### src/rtl/alu_core.sv
// Opcode-driven ALU with valid/ready handshakes on both sides. Shifts and rotates
// run one bit per cycle; results and zero/sign/carry flags are held until consumed.
module alu_core #(
  parameter int unsigned WIDTH   = 20,
  parameter int unsigned SHAMT_W = 5
) (
  input  logic               clk,
  input  logic               rst_n,
  input  logic               in_valid,
  output logic               in_ready,
  input  logic [3:0]         op,
  input  logic [WIDTH-1:0]   a,
  input  logic [WIDTH-1:0]   b,
  input  logic [SHAMT_W-1:0] shamt,
  output logic               out_valid,
  input  logic               out_ready,
  output logic [WIDTH-1:0]   result,
  output logic               zero,
  output logic               sign,
  output logic               carry
);

  typedef enum logic [1:0] {StIdle, StShift, StDone} state_e;

  localparam logic [SHAMT_W-1:0] CntOne = SHAMT_W'(1);

  state_e             state_q, state_d;
  logic [1:0]         sh_op_q, sh_op_d;
  logic [WIDTH-1:0]   work_q, work_d;
  logic [SHAMT_W-1:0] cnt_q, cnt_d;
  logic [WIDTH-1:0]   result_q, result_d;
  logic               zero_q, zero_d;
  logic               sign_q, sign_d;
  logic               carry_q, carry_d;

  logic               accept;
  logic               is_shift_op;
  logic [WIDTH:0]     sum;
  logic [WIDTH:0]     diff;
  logic [WIDTH-1:0]   imm_res;
  logic               imm_carry;
  logic               imm_cmp;
  logic [WIDTH-1:0]   step_res;
  logic               step_carry;

  assign in_ready    = (state_q == StIdle) || ((state_q == StDone) && out_ready);
  assign out_valid   = (state_q == StDone);
  assign accept      = in_valid && in_ready;
  assign is_shift_op = (op[3:2] == 2'b01);

  assign result = result_q;
  assign zero   = zero_q;
  assign sign   = sign_q;
  assign carry  = carry_q;

  // Single-cycle result for everything except shifts/rotates with a non-zero amount.
  always_comb begin
    sum       = {1'b0, a} + {1'b0, b};
    diff      = {1'b0, a} - {1'b0, b};
    imm_res   = '0;
    imm_carry = 1'b0;
    imm_cmp   = 1'b0;
    case (op)
      4'd0:    imm_res = ~a;
      4'd1:    imm_res = a & b;
      4'd2:    imm_res = a | b;
      4'd3:    imm_res = a ^ b;
      4'd4, 4'd5, 4'd6, 4'd7: imm_res = a;
      4'd8:    begin imm_res = {{(WIDTH-1){1'b0}}, a == b}; imm_cmp = 1'b1; end
      4'd9:    begin imm_res = {{(WIDTH-1){1'b0}}, a > b};  imm_cmp = 1'b1; end
      4'd10:   begin imm_res = {{(WIDTH-1){1'b0}}, a < b};  imm_cmp = 1'b1; end
      4'd11:   begin imm_res = {{(WIDTH-1){1'b0}}, a >= b}; imm_cmp = 1'b1; end
      4'd12:   begin imm_res = {{(WIDTH-1){1'b0}}, a <= b}; imm_cmp = 1'b1; end
      4'd13:   begin imm_res = sum[WIDTH-1:0];  imm_carry = sum[WIDTH];  end
      4'd14:   begin imm_res = diff[WIDTH-1:0]; imm_carry = diff[WIDTH]; end
      default: imm_res = '0;
    endcase
  end

  // One bit of shift/rotate per cycle; carry is the bit that falls off the end.
  always_comb begin
    step_res   = work_q;
    step_carry = 1'b0;
    unique case (sh_op_q)
      2'b00: begin step_res = {1'b0, work_q[WIDTH-1:1]};     step_carry = work_q[0];       end
      2'b01: begin step_res = {work_q[WIDTH-2:0], 1'b0};     step_carry = work_q[WIDTH-1]; end
      2'b10: step_res = {work_q[0], work_q[WIDTH-1:1]};
      2'b11: step_res = {work_q[WIDTH-2:0], work_q[WIDTH-1]};
      default: step_res = work_q;
    endcase
  end

  always_comb begin
    state_d  = state_q;
    sh_op_d  = sh_op_q;
    work_d   = work_q;
    cnt_d    = cnt_q;
    result_d = result_q;
    zero_d   = zero_q;
    sign_d   = sign_q;
    carry_d  = carry_q;

    if (state_q == StShift) begin
      work_d = step_res;
      cnt_d  = cnt_q - CntOne;
      if (cnt_q == CntOne) begin
        state_d  = StDone;
        result_d = step_res;
        zero_d   = (step_res == '0);
        sign_d   = step_res[WIDTH-1];
        carry_d  = step_carry;
      end
    end else begin
      if ((state_q == StDone) && out_ready) begin
        state_d = StIdle;
      end
      if (accept) begin
        if (is_shift_op && (shamt != '0)) begin
          state_d = StShift;
          sh_op_d = op[1:0];
          work_d  = a;
          cnt_d   = shamt;
        end else begin
          state_d  = StDone;
          result_d = imm_res;
          zero_d   = imm_cmp ? (a == b) : (imm_res == '0);
          sign_d   = imm_cmp ? (a < b) : imm_res[WIDTH-1];
          carry_d  = imm_carry;
        end
      end
    end
  end

  always_ff @(posedge clk or negedge rst_n) begin
    if (!rst_n) begin
      state_q  <= StIdle;
      sh_op_q  <= 2'b00;
      work_q   <= '0;
      cnt_q    <= '0;
      result_q <= '0;
      zero_q   <= 1'b0;
      sign_q   <= 1'b0;
      carry_q  <= 1'b0;
    end else begin
      state_q  <= state_d;
      sh_op_q  <= sh_op_d;
      work_q   <= work_d;
      cnt_q    <= cnt_d;
      result_q <= result_d;
      zero_q   <= zero_d;
      sign_q   <= sign_d;
      carry_q  <= carry_d;
    end
  end

endmodule

### config.mk
export PLATFORM = sky130hd
export DESIGN_NAME = alu_core
export DESIGN_NICKNAME = d
export VERILOG_FILES = /design/src/rtl/alu_core.sv
export SDC_FILE = /design/constraint.sdc
export NUM_CORES = 1
export LEC_CHECK = 0
export ABC_CLOCK_PERIOD_IN_PS = 2200
export CORE_ASPECT_RATIO = 0.9
export CORE_MARGIN = 3
export CORE_UTILIZATION = 40
export CTS_CLUSTER_SIZE = 12
export DETAILED_ROUTE_END_ITERATION = 6
export PLACE_DENSITY = 0.7
export SLEW_MARGIN = 20
export SYNTH_ARGS = -nofsm -noshare
export SYNTH_HDL_FRONTEND = slang
export SYNTH_SLANG_ARGS = --single-unit
### constraint.sdc
create_clock -name clk -period 2.2 [get_ports clk]
set_input_delay 0.44 -clock clk [delete_from_list [all_inputs] [get_ports clk]]
set_output_delay 0.44 -clock clk [all_outputs]
set_load 0.02 [all_outputs]
==> impl_summary.md <==
STA
Across all setup checks in the final design, the least slack found is -892.6 ps. The number of failing hold endpoints at the final stage is 0. The transition time at the pin with the least slew margin is 675.5 ps. The maximum clock skew at final layout is 5.458 ps. Setup repair after global routing could not meet its margin everywhere. Final hold analysis gives a worst-case slack of approximately 35 ps. The max-slew violation total from the final report is 0.

The achievable clock frequency is around 0.32 GHz. The final critical path time including I/O delays and setup is 3093 ps. The final period utilization is 1.406. Headroom to the max-slew limit came out at 0.5455. Setup violations remaining at the end of the flow were counted as 19. The summed negative setup slack over all endpoints is -9230 ps.

Route
In the routed design, unresolved DRC markers number 0. The routed design has ~32 mm of wire. After detailed routing, the number of vias per cell comes to between 6 and 7. For this run, the detailed router's first-pass iteration total came to 5.

The number of DRC markers in iteration 0 is around 1000. For this block, the via count after detailed routing is 9062. In the final routed layout, each cell accounts on average for roughly 21 µm.

The number of nets with antenna violations after routing is 0.

Pwr
The worst-case IR drop observed on VDD is 0.3219 mV. The power density over the cells is between 300 and 400 nW/µm². The static leakage power is 5.318 nW.

Final layout
The fraction of layout cells with a size suffix above 1 is 0.5090. The net count reported at finish is 1393. The most common library cell in the layout ignoring fill and taps is buf_4. The area added between synthesis and finish is 80.28%. For this run, the share of the core covered by cells in the final layout is 0.7439. The repair_antennas step left the layout with diodes totalling 0. The library cells used most frequently in the layout, excluding fill and tap cells, are buf_4, nor2_1, nand2_1.

Clocking
The clock net in this run drives a total of 52 sinks. The count of hold-fix buffers inserted at cts is 0. The number of clock buffers added by TritonCTS is 5. TritonCTS built the clock tree. In this run the clock root is driven by a clkbuf_16. The H-tree was split into 2 levels. After clock tree synthesis, the clock-pin slew on the worst setup and hold paths is ~70 ps. The maximum buffer depth of the clock tree is 2. The insertion delay to the later sink of the worst-skew pair is 300 ps.

Global route
The wire length of the first global-routing pass is ~46 mm. Entering global routing, the biggest net connects 34 pins. The total routing usage reported by global routing is 0.3172. The number of global-route vias before repair came to roughly 8500. For this run the aggregate overflow at the end of global routing stands at 0. The initial antenna violation count is 0.

Setup path
The worst reg2reg path startpoint is state_q[1]. STA puts the critical path data arrival time at about 3300 ps. The first element of the critical path is b[1]. The kind of end point of the critical path is a flop. The required time of the critical path is around 2400 ps.

The kind of critical path is primary input to flop. The worst setup path is launched from a primary input. Along the worst path, the maximum fanout reaches 5.

Synthesis
The post-synthesis async set-or-reset flop share is 1.000. For this run, the number of Yosys warnings is 0. The count of unique library cells instantiated by Yosys is 89. The number of nets handed over by synthesis was 1011. The synthesized design contains 52 register bits.

The synthesized design contains 0 enable-type register cells. Summing every instance area after synthesis gives slightly below 7000 µm². The cell count after synthesis is approximately 890. In the synthesized netlist the dominant register cell turns out to be dfrtp_1. The sequential cell area fraction in the yosys report is 0.1935. A synthesized cell averages approximately 7.5 µm².

Floorplan
The floorplan step defined a die boundary enclosing roughly 18000 µm². The core region area is 16300 µm². The die width is roughly 140 µm.

The top-level I/O count is roughly 80. The floorplan step set the die height to between 100 and 150 µm. The initial cell density of the core is 0.4126. The initialized floorplan defines 44 standard-cell rows.

Run status
The checks that failed: negative setup slack. The flow ran to the end, but the final reports show violations.

Run
Across the run, the number of max-cap violations was 0.

Placement
The routability congestion estimate from global placement is 0.9780. After legalization and detailed placement, the total HPWL measured between 20 and 25 mm. The count of input and output buffers is a little under 80.

Min path
The path class of the tightest hold or removal check is primary input to asynchronous set/reset pin.
==> repair_timing <==
action | CTS | global route
pin swaps | 121 | 98
buffers inserted | 49 | 31
setup endpoints to repair | 53 | 37
resized for setup | 337 | 139
gates cloned | 1 | 0
==> cell usage after synthesis (6+ instances only) <==
cell,n,area (µm²)
or3_1,7,43.79
clkbuf_1,46,172.7
mux2_2,7,78.83
nand2_1,76,285.3
ha_1,62,775.7
nand3b_1,8,60.06
a211oi_1,23,172.7
a21o_1,18,135.1
buf_2,15,75.07
nand3_1,23,115.1
a31oi_1,6,37.54
or4_1,6,45.04
nor2b_1,19,118.9
nor3_1,20,100.1
a311oi_1,6,52.55
nor2_1,106,397.9
o31ai_1,6,45.04
inv_1,67,251.5
nand4_1,10,62.56
o21ai_0,46,230.2
a221o_1,21,210.2
nor4_1,8,50.05
dfrtp_1,52,1301
a21oi_1,56,280.3
a221oi_1,9,78.83
o211ai_1,9,67.56
mux2i_1,20,200.2
nand2b_1,13,81.33
==> critical path, stage by stage <==
cell      delay [ps]
buf_8            100
buf_6            120
fa_2             400
a21o_1           240
a221oi_4         440
o21ai_4          130
o31a_1           370
a211oi_2         240
or3_1            140
nand4_1          120
nand4b_1         230
o41ai_2          310
==> cell type report <==
class | count | area [µm²]
Clock buffer | 6 | 128.9
Multi-Input combinational cell | 708 | 6315
Tap cell | 207 | 259.0
Clock inverter | 2 | 16.27
Sequential cell | 52 | 1301
Fill cell | 1155 | 4174
Inverter | 68 | 335.3
Timing Repair Buffer | 441 | 3766
==> cell families (layout without fill, tap and decap cells) <==
kind of cell,Yosys count,in the layout,synth area share
buffers and inverters,134,517,0.07871
adder cells (fa/ha/maj),64,64,0.1213
AND/OR/NAND/NOR,333,333,0.2492
AO/OA/AOI/OAI,281,281,0.3098
multiplexers,28,28,0.04485
flip-flops,52,52,0.1935
XOR/XNOR,2,2,0.002606
==> worst paths after layout <==
check	to	slack (ps)	cells past startpoint
setup / recovery	zero	-890	12
setup reg to reg	zero	-400	10
hold reg to reg	result[9]	480	2
hold / removal	state_q[0]	40	1
max in group asynchronous	work_q[4]	1560	2
min in group clk	result[9]	480	2
==> per-stage QoR <==
step	power [mW]	cell area (µm²)	worst slack [ps]	cells
after floorplan	1.903	7148	-741.7	894
after global placement	2.828	10170	-1560	1412
after detailed placement	2.838	10170	-1724	1412
after CTS	3.941	11440	-889.9	1461
after global routing	4.421	12120	-997.8	1484
final	4.243	12120	-892.6	1484
==> report_power, final <==
group / internal [mW] / total, mW / switching (mW)
registers: 0.968 / 0.981 / 0.0126
clock network: 0.425 / 0.799 / 0.374
logic: 1.23 / 2.46 / 1.23
total: 2.63 / 4.24 / 1.62
==> per-layer routing <==
layer / vias up / share of wire / track usage
met5: - / 0 / 0
met4: 0 / 0.058 / 0.1420
met3: 148 / 0.076 / 0.04645
met2: 512 / 0.46 / 0.5105
met1: 4342 / 0.41 / 0.4224
li1: 4060 / - / -
==> flip-flops by register name (all words and copies together) (netlist names) <==
register,count
carry,1
state_q,2
sign,1
zero,1
cnt_q,5
work_q,20
sh_op_q,2
result,20
Power figures use the tool's default switching activity.
